==> config.mk <==
export PLATFORM = sky130hd
export DESIGN_NAME = alu_arbiter
export DESIGN_NICKNAME = d
export VERILOG_FILES = /design/src/rtl/alu_arbiter.sv
export SDC_FILE = /design/constraint.sdc
export NUM_CORES = 1
export LEC_CHECK = 0
export BUFFER_PORTS_ARGS = -buffer_cell sky130_fd_sc_hd__buf_2
export CAP_MARGIN = 20
export CORE_MARGIN = 4
export CORE_UTILIZATION = 60
export DETAILED_ROUTE_END_ITERATION = 10
export HOLD_SLACK_MARGIN = 0.12
export PLACE_DENSITY = 0.92
export SYNTH_ARGS = -nofsm -noshare
export SYNTH_HDL_FRONTEND = slang
export SYNTH_SLANG_ARGS = --single-unit
==> constraint.sdc <==
create_clock -name clk -period 9 [get_ports clk]
set_input_delay 1.35 -clock clk [delete_from_list [all_inputs] [get_ports clk]]
set_output_delay 1.35 -clock clk [all_outputs]
set_load 0.05 [all_outputs]
==> src/rtl/alu_arbiter.sv <==
// Round-robin two-requester front end for the shared combinational alu, with a
// four-phase req/done handshake and registered result/flags.

module alu #(
  parameter int WIDTH = 16,
  parameter int OPW   = 8,
  parameter int FLAGW = 5
) (
  input  logic [WIDTH-1:0] a_i,
  input  logic [WIDTH-1:0] b_i,
  input  logic [OPW-1:0]   op_i,
  output logic [WIDTH-1:0] c_o,
  output logic [FLAGW-1:0] flags_o
);
  localparam int MSB = WIDTH - 1;
  localparam logic [OPW-1:0] OP_ADD = OPW'(0);
  localparam logic [OPW-1:0] OP_SUB = OPW'(1);
  localparam logic [OPW-1:0] OP_AND = OPW'(2);
  localparam logic [OPW-1:0] OP_OR  = OPW'(3);
  localparam logic [OPW-1:0] OP_XOR = OPW'(4);
  localparam logic [OPW-1:0] OP_SHL = OPW'(5);
  localparam logic [OPW-1:0] OP_SHR = OPW'(6);

  logic [WIDTH:0]   wide;
  logic [WIDTH-1:0] c;
  logic             carry;
  logic             ovf;

  // flags: [0] zero, [1] negative, [2] carry/borrow/shift-out, [3] signed overflow, [4] parity
  always_comb begin
    wide  = '0;
    c     = a_i;
    carry = 1'b0;
    ovf   = 1'b0;
    case (op_i)
      OP_ADD: begin
        wide  = {1'b0, a_i} + {1'b0, b_i};
        c     = wide[WIDTH-1:0];
        carry = wide[WIDTH];
        ovf   = (a_i[MSB] == b_i[MSB]) && (c[MSB] != a_i[MSB]);
      end
      OP_SUB: begin
        wide  = {1'b0, a_i} - {1'b0, b_i};
        c     = wide[WIDTH-1:0];
        carry = wide[WIDTH];
        ovf   = (a_i[MSB] != b_i[MSB]) && (c[MSB] != a_i[MSB]);
      end
      OP_AND: c = a_i & b_i;
      OP_OR:  c = a_i | b_i;
      OP_XOR: c = a_i ^ b_i;
      OP_SHL: begin
        c     = {a_i[MSB-1:0], 1'b0};
        carry = a_i[MSB];
      end
      OP_SHR: begin
        c     = {1'b0, a_i[MSB:1]};
        carry = a_i[0];
      end
      default: c = a_i;
    endcase
    c_o        = c;
    flags_o    = '0;
    flags_o[0] = ~|c;
    flags_o[1] = c[MSB];
    flags_o[2] = carry;
    flags_o[3] = ovf;
    flags_o[4] = ^c;
  end
endmodule

// state | meaning
// IDLE  | waiting for a request; grants on the first edge a req is seen
// EXEC  | operands latched, alu settling; captures result/flags, raises done
// DONE  | holding done until the granted requester drops req
module alu_arbiter #(
  parameter int WIDTH = 16,
  parameter int OPW   = 8,
  parameter int FLAGW = 5
) (
  input  logic             clk,
  input  logic             reset,
  input  logic             req0,
  input  logic [WIDTH-1:0] a0,
  input  logic [WIDTH-1:0] b0,
  input  logic [OPW-1:0]   op0,
  input  logic             req1,
  input  logic [WIDTH-1:0] a1,
  input  logic [WIDTH-1:0] b1,
  input  logic [OPW-1:0]   op1,
  output logic             done0,
  output logic             done1,
  output logic [WIDTH-1:0] result,
  output logic [FLAGW-1:0] flags,
  output logic             grant,
  output logic             busy
);
  typedef enum logic [1:0] {
    IDLE = 2'd0,
    EXEC = 2'd1,
    DONE = 2'd2
  } state_t;

  state_t           state_q;
  logic [WIDTH-1:0] opa_q;
  logic [WIDTH-1:0] opb_q;
  logic [OPW-1:0]   opc_q;
  logic             gid_q;
  logic             prio_q;
  logic             done0_q;
  logic             done1_q;
  logic             busy_q;
  logic [WIDTH-1:0] result_q;
  logic [FLAGW-1:0] flags_q;

  logic             win_d;
  logic             req_gid_d;
  logic [WIDTH-1:0] alu_c;
  logic [FLAGW-1:0] alu_flags;

  // A lone requester wins outright; prio only breaks ties.
  assign win_d     = (req0 && req1) ? prio_q : req1;
  assign req_gid_d = gid_q ? req1 : req0;

  alu #(
    .WIDTH (WIDTH),
    .OPW   (OPW),
    .FLAGW (FLAGW)
  ) u_alu (
    .a_i     (opa_q),
    .b_i     (opb_q),
    .op_i    (opc_q),
    .c_o     (alu_c),
    .flags_o (alu_flags)
  );

  always_ff @(posedge clk or posedge reset) begin
    if (reset) begin
      state_q  <= IDLE;
      opa_q    <= '0;
      opb_q    <= '0;
      opc_q    <= '0;
      gid_q    <= 1'b0;
      prio_q   <= 1'b0;
      done0_q  <= 1'b0;
      done1_q  <= 1'b0;
      busy_q   <= 1'b0;
      result_q <= '0;
      flags_q  <= '0;
    end else begin
      case (state_q)
        IDLE: begin
          if (req0 || req1) begin
            opa_q   <= win_d ? a1 : a0;
            opb_q   <= win_d ? b1 : b0;
            opc_q   <= win_d ? op1 : op0;
            gid_q   <= win_d;
            busy_q  <= 1'b1;
            state_q <= EXEC;
          end
        end
        EXEC: begin
          result_q <= alu_c;
          flags_q  <= alu_flags;
          done0_q  <= ~gid_q;
          done1_q  <= gid_q;
          state_q  <= DONE;
        end
        DONE: begin
          if (!req_gid_d) begin
            done0_q <= 1'b0;
            done1_q <= 1'b0;
            prio_q  <= ~gid_q;
            busy_q  <= 1'b0;
            state_q <= IDLE;
          end
        end
        default: state_q <= IDLE;
      endcase
    end
  end

  assign done0  = done0_q;
  assign done1  = done1_q;
  assign result = result_q;
  assign flags  = flags_q;
  assign grant  = gid_q;
  assign busy   = busy_q;
endmodule

==> key figures, run 1 <==
Status
  – Status: finished, final reports clean

CTS
  – Hold bufs inserted after CTS: 0
  – CTS tree: built
  – Clock latency on the worst-skew pair: 0.35 ns
  – Reg clk slew, reported paths: roughly 0.090 ns
  – Clk sinks: 67
  – Setup Buffers After CTS: 0
  – CTS Buf Count: 9
  – H-Tree Depth: 3
  – CTS root buf: clkbuf_8
  – CTS max path bufs: 2
  – CTS resizes: 0

Detailed routing
  – Antenna Nets Post-Route: 0
  – DRT Wirelength: approximately 19000 um
  – Detailed Route Iter0 Violations: about 900
  – Drt wl/cell: ~20 um
  – Pre-antenna DRT Iters: 7
  – Via density: 6.521
  – Remaining DRCs: 0
  – DR vias: ~6.4k

Synthesis
  – Synth warn: 0
  – Avg Inst Size Synth: 8.127 um2
  – Post-synthesis cell count: roughly 760
  – Library cells used by synthesis: 69
  – Register area share after synthesis: around 27%
  – Post-synth EDFFs: 0
  – Syn_nets: around 900
  – Most used DFF post-synth: dfrtp_1
  – Netlist Area Pre-Place: between 0.006 and 0.007 mm2
  – Post-synthesis register bit count: 67
  – Ys async rst share: between 90% and 100%

Critical path
  – Worst endpoint required time: between 9 and 10 ns
  – Crit end category: flip-flop
  – Reg2reg start: opa_q[11]
  – CP startpoint kind: flip-flop
  – Cell mode on critical path: xnor2_1
  – CP max FO: 14
  – Sequence of cells on the critical path: inv_1, ha_1, or3_4, or4_4, a211o_1, a311o_1, o211ai_2, a22oi_2, ha_1, xnor2_1, xnor2_1, xnor2_1, o21ai_0
  – CP arrival: about 4.2 ns
  – Slowest stage cell, crit path: dfrtp_1
  – Critical path class: reg -> reg
  – Max incr delay on CP: approximately 0.52 ns
  – Critical path launch point: opa_q[11]

Finish
  – Layout cell share with drive strength beyond 1: between 10% and 20%
  – Final non-filler cell total: roughly 980
  – Layout area overhead: 13.52%
  – FF/Latch Area: between 0.0015 and 0.002 mm2
  – Area of the multi-input gates: roughly 0.0041 mm2
  – FILL cells: 776
  – Final nets: roughly 980
  – # diodes: 0

STA
  – Worst slew pin tran: a little under 1 ns
  – Final Hold Vio Count: 0
  – Min cycle time layout: approximately 4 ns
  – Final Setup Violations: 0
  – Max Clock Skew: just over 0.01 ns
  – Rel. slew slack: 34.63%
  – Fin. max-slew vios: 0
  – Setup TNS: 0 ns
  – Final Cycle Share: about 44%
  – RSZ-0062 raised after global routing: no
  – Max Fclk: approximately 0.25 GHz

Hold path
  – Hold Crit Start: result[7]
  – Worst hold path type: reg -> reg

Die
  – Initial core utilization: between 60% and 70%
  – Chip height: roughly 110 um
  – Core area: 0.009864 mm2
  – Die area: 0.01194 mm2
  – Horiz. Die Dim: roughly 110 um
  – # IOs: 109
  – FP Rows: 36

Power and ir drop
  – Static leakage: 3.296 nW
  – PwrDens: about 460 mW/mm2
  – Worst vdd ir: 274.7 uV

GRT
  – Total gr overflow: 0
  – Initial antenna violation count: 0
  – Vias in the first global route: slightly below 6k
  – GRT Total Usage: 32.61%
  – Largest net degree at the start of global routing: between 80 and 90
  – First-pass GRT wire length: about 30000 um

Placed design
  – Final HPWL DP: 14170 um
  – Cell total after placement: 959
  – Routability cong.: 1.106
  – Port Buffers: between 100 and 150

Job
  – Maxcap violations: 0
## flip-flops by register name, summed over array words and instances, names as in the netlist
signal and count:
flags 5, prio_q 1, opb_q 16, opa_q 16, result 15, grant 1, done0 1, state_q 2
busy 1, done1 1, opc_q 8
## metrics by stage
step	power (mW)	hold slack, ns	setup slack, ns	util [%]	area, um2
finish	3.186	0.4764	4.998	70.80	6984
global route	3.411	0.5139	4.719	70.80	6984
CTS	3.120	0.4836	5.045	70.80	6984
detailed placement	2.799	0.4650	5.065	68.47	6754
global placement	2.756	0.4589	5.082	68.47	6754
floorplan	2.274	0.4756	5.548	-	6152
## logic make-up (layout without fill, tap and decap cells)
logic type | count (synthesis) | count (layout) | share of synthesized area, %
AOI/OAI and AO/OA | 255 | 255 | 27.11
xor gates and xnor gates | 21 | 21 | 2.990
adders and majority gates | 62 | 62 | 12.85
buffers and inverters | 95 | 180 | 5.939
DFF | 67 | 67 | 27.25
muxes | 47 | 47 | 7.871
and+or+nand+nor | 210 | 210 | 15.99
## layer usage
layer,share of wire (%),vias up,global-route usage (%)
met2,46,421,50.31
li1,-,2910,-
met4,4.4,0,16.03
met5,0,-,0
met1,40,2949,44.35
met3,10,78,5.447
## synth_stat cells (9+ instances only)
| library cell | instances | area, um2 |
|---|---|---|
| dfrtp_1 | 67 | 1677 |
| mux2i_1 | 45 | 450.4 |
| nand2b_1 | 12 | 75.07 |
| nor3_1 | 9 | 45.04 |
| a22oi_1 | 9 | 67.56 |
| clkbuf_1 | 39 | 146.4 |
| ha_1 | 60 | 750.7 |
| o211ai_1 | 9 | 67.56 |
| nand3_1 | 9 | 45.04 |
| nor2_1 | 94 | 352.8 |
| a211oi_1 | 12 | 90.09 |
| nand2_1 | 45 | 168.9 |
| o21ai_0 | 42 | 210.2 |
| a21oi_1 | 92 | 460.4 |
| inv_1 | 47 | 176.4 |
| xnor2_1 | 14 | 122.6 |
## placed cells by master, fill, tap and decap left out, drive strengths merged, types with 5 or more instances in the layout
cell type	n
nor2	94
a211o	5
a21o	6
nand4	5
dfrtp	67
a31oi	6
a22o	7
xor2	7
a211oi	12
nand2	45
ha	60
o21ai	44
nor4	5
mux2i	45
a22oi	10
a221o	5
o211ai	10
inv	51
or3	7
nand2b	12
a2111oi	5
xnor2	14
buf	117
o31ai	8
a21oi	93
a221oi	5
nand3	9
o21bai	5
clkbuf	9
nor2b	7
nor3	11
## critical path: cells and delay by family (launching register included)
| family | cells | cell delay [ns] |
|---|---|---|
| buffers and inverters | 1 | 0.11 |
| xor gates and xnor gates | 3 | 0.45 |
| AOI/OAI and AO/OA | 5 | 0.97 |
| adders and majority gates | 2 | 0.84 |
| and+or+nand+nor | 2 | 0.99 |
| DFF | 1 | 0.52 |
## report_power, final
group          switching (mW)  leakage [nW]  internal, mW  total, mW
combinational            1.43          2.42         0.792       2.22
sequential              0.210         0.764         0.448      0.658
clock                   0.143         0.117         0.162      0.304
## cell type report
class	count	share of cell area (%)
clock buffer	9	1.774
clock inverter	7	1.523
inverter	47	2.526
multi-input combinational	595	59.08
sequential	67	24.01
tap	133	2.383
timing repair buffer	117	8.707
## path summary, 6_finish.rpt
kind,endpoint,slack (ns),depth (start not counted)
worst max-delay path,flags[4],5.00,13
worst min-delay path,result[7],0.48,2
worst max register to register,flags[4],5.00,13
worst min register to register,result[7],0.48,2
max in group asynchronous,opb_q[3],7.20,3
min in group asynchronous,done0,1.24,3
Note: power is estimated with default switching activity, not from simulation.
==> run 2, diff against run 1 <==
--- a/config.mk
+++ b/config.mk
@@ -5,13 +5,14 @@
 export SDC_FILE = /design/constraint.sdc
 export NUM_CORES = 1
 export LEC_CHECK = 0
+export ABC_AREA = 1
 export BUFFER_PORTS_ARGS = -buffer_cell sky130_fd_sc_hd__buf_2
 export CAP_MARGIN = 20
 export CORE_MARGIN = 4
-export CORE_UTILIZATION = 60
+export CORE_UTILIZATION = 58
 export DETAILED_ROUTE_END_ITERATION = 10
 export HOLD_SLACK_MARGIN = 0.12
-export PLACE_DENSITY = 0.92
+export PLACE_DENSITY = 0.89
 export SYNTH_ARGS = -nofsm -noshare
 export SYNTH_HDL_FRONTEND = slang
 export SYNTH_SLANG_ARGS = --single-unit
==> constraint.sdc (replaced) <==
create_clock -name clk -period 3.7 [get_ports clk]
set_input_delay 0.555 -clock clk [delete_from_list [all_inputs] [get_ports clk]]
set_output_delay 0.555 -clock clk [all_outputs]
set_load 0.05 [all_outputs]
==> run 2 against run 1 <==
Net effect: sequential power up 110%; total power up 150%; first-iteration DRC count down 18%; clock-buffer cell count unchanged; synthesized cell count is 31% higher; sequential share of layout area shrank 0.68 points; via count up 11%; maximum frequency rose by 15%; critical path depth rose by 5; routed wire length up 9.2%; cell area up 2.9%; largest cell class unchanged.
==> key figures, run 2 <==
Synthesis
  – Most used DFF post-synth: dfrtp_1
  – Commonest cells post-synth: nand2_1, inv_1, nor2_1, nand3_1, dfrtp_1
  – Netlist Area Pre-Place: 0.006344 mm2 (+3.1%)
  – Synth Area in Compound Gates: 13.20% (-14 points)
  – Post-synthesis cell count: 994 (+31%)
  – Ys async rst share: 100.0% (unchanged)
  – Post-synthesis xor/xnor area fraction: 1.105% (-1.9 points)
  – Synth warn: 0 (unchanged)
  – Post-synthesis register bit count: 67 (unchanged)
  – Top-area cell type share of the netlist area: 26.43% (-0.82 points)
  – Library cells used by synthesis: 40 (-42%)
  – Synth area leader: dfrtp_1
  – Post-synthesis adder-cell area fraction: 12.47% (-0.39 points)
  – Simple-Gate Fraction of Synth Area: 35.54% (+20 points)
  – Most frequent cell after synthesis: nand2_1
  – Multiplexer area fraction after synthesis: 0% (-7.9 points)
  – Main combinational cell family by area after synthesis: simple AND/OR/NAND/NOR gates
  – Top cells by area, synth: dfrtp_1, nand2_1, ha_1
  – Register area share after synthesis: 26.43% (-0.82 points)
  – Post-synth EDFFs: 0 (unchanged)
  – Syn_nets: 1140 (+26%)
  – Avg Inst Size Synth: 6.382 um2 (-21%)

STA
  – Max Clock Skew: 0.01503 ns (+0.004781 ns)
  – Min cycle time layout: 3.484 ns (-0.5179 ns)
  – Worst slew pin tran: 1.010 ns (+0.03695 ns)
  – Max Fclk: 0.2871 GHz (+15%)
  – RSZ-0062 raised after global routing: no
  – Fin. max-slew vios: 0 (unchanged)
  – Final Hold Vio Count: 0 (unchanged)
  – Setup TNS: 0 ns (unchanged)
  – Final Cycle Share: 94.15% (+50 points)
  – Final Setup Violations: 0 (unchanged)
  – Final hold slack: 0.3662 ns (-0.1101 ns)
  – Post-route setup slack: 0.2164 ns (-4.782 ns)
  – Rel. slew slack: 32.57% (-2.1 points)

Die
  – FP Rows: 37 (+2.8%)
  – Initial core utilization: 60.36% (-2.0 points)
  – Chip height: 112.6 um (+3.0%)
  – Die area: 0.01267 mm2 (+6.2%)
  – Horiz. Die Dim: 112.6 um (+3.0%)
  – # IOs: 109 (unchanged)
  – Core area: 0.01051 mm2 (+6.5%)

CTS
  – Clk sinks: 67 (unchanged)
  – H-Tree Depth: 3 (unchanged)
  – Reg clk slew, reported paths: 0.09 ns (about the same)
  – Setup Buffers After CTS: 0 (unchanged)
  – Clock latency on the worst-skew pair: 0.36 ns (about the same)
  – CTS Buf Count: 9 (unchanged)
  – Hold bufs inserted after CTS: 0 (unchanged)
  – CTS resizes: 0 (unchanged)
  – CTS tree: built
  – CTS root buf: clkbuf_8
  – CTS max path bufs: 2 (unchanged)

Power and ir drop
  – Static leakage: 3.945 nW (+20%)
  – Worst vdd ir: 722.3 uV (+160%)
  – PwrDens: 1092 mW/mm2 (+140%)

Finish
  – Layout cell share with drive strength beyond 1: 15.22% (-2.6 points)
  – Commonest non-fill, non-tap cell in the layout: nand2_1
  – Final core occ: 68.40% (-2.4 points)
  – Commonest non-fill, non-tap cells in the layout: nand2_1, inv_1, nor2_1
  – # diodes: 0 (unchanged)
  – Final nets: 1232 (+25%)
  – Design area: 0.007188 mm2 (+2.9%)
  – Layout area overhead: 13.31%

Critical path
  – CP max FO: 5 (-9)
  – Worst endpoint required time: 3.94 ns (-5.29 ns)
  – CP startpoint kind: flip-flop
  – Critical path class: reg -> reg
  – Worst reg-to-reg setup slack: 0.22 ns (-4.78 ns)
  – Critical path launch point: opa_q[0]
  – Reg2reg start: opa_q[0]
  – Reg-to-reg endpoint: flags[4]
  – Reg2reg path depth: 18 (+5)
  – Crit end category: flip-flop
  – CP arrival: 3.72 ns (-0.51 ns)

GRT
  – Initial antenna violation count: 0 (unchanged)
  – Vias in the first global route: 6601 (+11%)
  – Largest net degree at the start of global routing: 80 (-3.6%)
  – GRT Total Usage: 33.30% (+0.69 points)
  – First-pass GRT wire length: 33720 um (+12%)
  – Total gr overflow: 0 (unchanged)

Job
  – Maxcap violations: 0 (unchanged)

Hold path
  – Worst hold path type: in -> async

Placed design
  – Final HPWL DP: 16660 um (+18%)
  – Dpl cell area: 0.006982 mm2 (+3.4%)
  – Pre-CTS setup slack: 0.2367 ns (-4.828 ns)
  – Routability cong.: 1.054 (-4.7%)
  – Port Buffers: 108 (unchanged)

Detailed routing
  – Antenna Nets Post-Route: 0 (unchanged)
  – DRT Wirelength: 21060 um (+9.2%)
  – Pre-antenna DRT Iters: 6 (-1)
  – Via density: 5.727 (-12%)
  – DR vias: 7027 (+11%)
  – Drt wl/cell: 17.16 um (-13%)
  – Detailed Route Iter0 Violations: 738 (-18%)
  – Remaining DRCs: 0 (unchanged)

Status
  – Status: finished, final reports clean
-- run 2: cell count changes after synthesis, moves of 12 or more --
cell      delta
buf_2       +13
nor2_1      +24
mux2i_1     -45
a21oi_1     -64
o22ai_1     +45
nand2b_1    -12
nand2_1    +230
nand3_1     +79
inv_1       +86
a211oi_1    -12
clkbuf_1    -21
-- run 2: layout make-up --
| cell class | instances | area [um2] |
|---|---|---|
| fill | 912 | 3321 |
| inverter | 142 | 535.5 |
| sequential | 67 | 1677 |
| multi-input combinational | 747 | 3956 |
| clock inverter | 7 | 82.58 |
| timing repair buffer | 119 | 643.1 |
| clock buffer | 9 | 123.9 |
| tap | 136 | 170.2 |
-- run 2: power by group --
| group | internal (mW) | switching [mW] |
|---|---|---|
| Sequential | 1.09 | 0.306 |
| Clock | 0.322 | 0.339 |
| Combinational | 1.80 | 3.99 |
| Total | 3.22 | 4.64 |
-- run 2: kinds of logic (layout without fill, tap and decap cells) --
| family | after synthesis | after routing |
|---|---|---|
| buffers and inverters | 180 | 277 |
| adder cells (fa/ha/maj) | 62 | 62 |
| XOR/XNOR | 8 | 8 |
| AO/OA/AOI/OAI | 147 | 147 |
| AND/OR/NAND/NOR | 530 | 530 |
| flip-flops | 67 | 67 |
-- run 2: metrics by stage --
| step | power (mW) | std cells |
|---|---|---|
| after global routing | 8.497 | 1227 |
| after floorplan | 5.562 | 994 |
| after global placement | 6.959 | 1210 |
| after CTS | 7.695 | 1227 |
| final | 7.853 | 1227 |
| after detailed placement | 7.005 | 1211 |
-- run 2: routing by layer --
layer	global-route usage [%]	wire length (um)
met5	0	0
met2	49.25	9052
met1	47.32	8968
met3	8.248	2390
met4	11.70	649
-- run 2: how the worst max path moves through the flow --
| stage | endpoint | cells after the start |
|---|---|---|
| floorplan | flags[4] | 15 |
| global placement | flags[4] | 18 |
| detailed placement | flags[4] | 18 |
| CTS | flags[4] | 18 |
| global route | flags[4] | 18 |
| finish | flags[4] | 18 |
-- run 2: worst max-delay path: stages (launching register included) --
cell and delay, ns:
dfrtp_1 0.42, inv_2 0.15, ha_1 0.18, inv_1 0.09
fa_1 0.41, nand2_1 0.11, nand2_1 0.12, and2_1 0.20
or2_0 0.21, nand3_1 0.07, nand2_1 0.05, nor2_1 0.14
nand3_1 0.13, inv_1 0.16, ha_1 0.26, xnor2_1 0.14
xnor2_1 0.27, xnor2_1 0.15, o21ai_0 0.10
==> run 3, diff against run 2 <==
--- a/config.mk
+++ b/config.mk
@@ -9,10 +9,11 @@
 export BUFFER_PORTS_ARGS = -buffer_cell sky130_fd_sc_hd__buf_2
 export CAP_MARGIN = 20
 export CORE_MARGIN = 4
-export CORE_UTILIZATION = 58
+export CORE_UTILIZATION = 56
+export CTS_BUF_LIST = sky130_fd_sc_hd__clkbuf_4 sky130_fd_sc_hd__clkbuf_8 sky130_fd_sc_hd__clkbuf_16
 export DETAILED_ROUTE_END_ITERATION = 10
 export HOLD_SLACK_MARGIN = 0.12
-export PLACE_DENSITY = 0.89
+export PLACE_DENSITY = 0.87
 export SYNTH_ARGS = -nofsm -noshare
 export SYNTH_HDL_FRONTEND = slang
 export SYNTH_SLANG_ARGS = --single-unit
==> run 3 against run 2 <==
Net effect: sequential power about the same; sequential share of layout area down 0.44 points; critical path type unchanged; critical path depth down 3; total power grew 3.4%.
==> key figures, run 3 (synthesized netlist as in run 2, its figures left out) <==
STA
  – Post-route setup slack: 0.1884 ns (-0.02792 ns)
  – Final Hold Vio Count: 0 (unchanged)
  – Rel. slew slack: 51.10% (+19 points)
  – Worst slew pin tran: 0.7324 ns (-0.2776 ns)
  – Final Cycle Share: 94.91% (+0.75 points)
  – Final hold slack: 0.3284 ns (-0.03778 ns)
  – Final Setup Violations: 0 (unchanged)
  – Min cycle time layout: 3.512 ns (+0.02792 ns)
  – RSZ-0062 raised after global routing: no
  – Max Clock Skew: 0.005475 ns (-0.009554 ns)
  – Max Fclk: 0.2848 GHz (-0.80%)
  – Fin. max-slew vios: 0 (unchanged)
  – Setup TNS: 0 ns (unchanged)

Die
  – Horiz. Die Dim: 114.4 um (+1.6%)
  – FP Rows: 38 (+2.7%)
  – Core area: 0.01098 mm2 (+4.5%)
  – Initial core utilization: 57.76% (-2.6 points)
  – Chip height: 114.4 um (+1.6%)
  – Die area: 0.01309 mm2 (+3.3%)
  – # IOs: 109 (unchanged)

Critical path
  – Worst endpoint required time: 3.92 ns (-0.02 ns)
  – Crit end category: flip-flop
  – Reg2reg path depth: 15 (-3)
  – CP max FO: 5 (unchanged)
  – Reg-to-reg endpoint: flags[4]
  – CP endpoint: flags[4]
  – Critical path launch point: opa_q[0]
  – Critical path class: reg -> reg
  – CP startpoint kind: flip-flop
  – Worst reg-to-reg setup slack: 0.19 ns (-0.03 ns)
  – Reg2reg start: opa_q[0]
  – CP arrival: 3.73 ns (about the same)

CTS
  – CTS Buf Count: 9 (unchanged)
  – Reg clk slew, reported paths: 0.06 ns (-0.03 ns)
  – CTS resizes: 0 (unchanged)
  – CTS root buf: clkbuf_16
  – Clk sinks: 67 (unchanged)
  – CTS max path bufs: 2 (unchanged)
  – Setup Buffers After CTS: 0 (unchanged)
  – CTS tree: built
  – Clock latency on the worst-skew pair: 0.34 ns (-0.02 ns)
  – Hold bufs inserted after CTS: 0 (unchanged)
  – H-Tree Depth: 3 (unchanged)

Detailed routing
  – Drt wl/cell: 17.21 um (+0.25%)
  – DRT Wirelength: 21270 um (+0.99%)
  – DR vias: 7010 (-0.24%)
  – Antenna Nets Post-Route: 0 (unchanged)
  – Remaining DRCs: 0 (unchanged)
  – Pre-antenna DRT Iters: 8 (+2)
  – Detailed Route Iter0 Violations: 805 (+9.1%)
  – Via density: 5.672 (-0.97%)

GRT
  – Vias in the first global route: 6448 (-2.3%)
  – Largest net degree at the start of global routing: 41 (-49%)
  – GRT Total Usage: 33.16% (-0.15 points)
  – First-pass GRT wire length: 33900 um (+0.53%)
  – Total gr overflow: 0 (unchanged)
  – Initial antenna violation count: 0 (unchanged)

Finish
  – Layout cell share with drive strength beyond 1: 15.51% (+0.30 points)
  – Layout area overhead: 15.48%
  – Final nets: 1237 (+0.41%)
  – Commonest non-fill, non-tap cells in the layout: nand2_1, inv_1, nor2_1
  – Design area: 0.007326 mm2 (+1.9%)
  – Final non-filler cell total: 1236 (+0.73%)
  – Commonest non-fill, non-tap cell in the layout: nand2_1
  – # diodes: 0 (unchanged)

Placed design
  – Final HPWL DP: 16930 um (+1.6%)
  – Port Buffers: 108 (unchanged)
  – Dpl cell area: 0.007024 mm2 (+0.61%)
  – Cell total after placement: 1220 (+0.74%)
  – Routability cong.: 1.066 (+1.1%)
  – Pre-CTS setup slack: 0.3983 ns (+0.1616 ns)

Power and ir drop
  – Static leakage: 4.021 nW (+1.9%)
  – Worst vdd ir: 695.6 uV (-3.7%)
  – PwrDens: 1109 mW/mm2 (+1.5%)

Job
  – Maxcap violations: 0 (unchanged)

Status
  – Status: finished, final reports clean

Hold path
  – Worst hold path type: in -> async
-- run 3: cell count changes in the layout (fill, tap and decap cells not counted) --
cell        change
buf_4           +5
inv_6           -1
clkinvlp_4      -1
inv_2           -1
clkinv_2        +2
clkbuf_8        -9
clkbuf_16       +9
inv_1           +1
-- run 3: layout make-up --
cell class / instances / area [um2]
inverters: 142 / 535.5
flip-flops and latches: 67 / 1677
fillers: 966 / 3657
well taps: 140 / 175.2
repair buffers: 124 / 680.7
multi-input cells: 747 / 3956
clock buffers: 9 / 225.2
clock inverters: 7 / 76.32
-- run 3: worst min path at each step --
stage / startpoint / end / slack, ns / cells past startpoint
global route: reset / busy / 0.40 / 2
finish: reset / busy / 0.33 / 2
floorplan: prio_q / prio_q / 0.50 / 2
global placement: result[7] / result[7] / 0.46 / 2
detailed placement: result[13] / result[13] / 0.46 / 2
CTS: reset / busy / 0.35 / 2
-- run 3: where the power goes --
| group | internal [mW] | switching (mW) |
|---|---|---|
| registers | 1.10 | 0.293 |
| logic | 1.83 | 4.02 |
| clock network | 0.527 | 0.354 |
-- run 3: layer usage --
metal	wire length, um	track usage (%)	vias up	part of all wire (%)
met1	9102	47.82	3189	43
met3	2172	6.184	39	10
met5	0	0	-	0
met2	9372	49.24	395	44
met4	622	12.59	0	2.9
li1	-	-	3387	-
-- run 3: per-stage QoR --
stage | total power [mW] | utilization (%)
final | 8.121 | 66.70
after global routing | 8.785 | 66.70
after CTS | 7.950 | 66.70
after detailed placement | 7.038 | 63.96
after global placement | 6.989 | 63.70
after floorplan | 5.562 | -
-- run 3: worst max-delay path: stages, from the launching register on --
cell and delay, ns:
dfrtp_1 0.40, inv_1 0.20, ha_1 0.19, inv_1 0.10
fa_1 0.41, or2_2 0.30, nand3_1 0.08, nand3_1 0.08
nor3_1 0.51, nand2_1 0.15, inv_1 0.11, ha_1 0.24
xnor2_1 0.24, xnor2_1 0.18, xnor2_1 0.13, o21ai_0 0.08
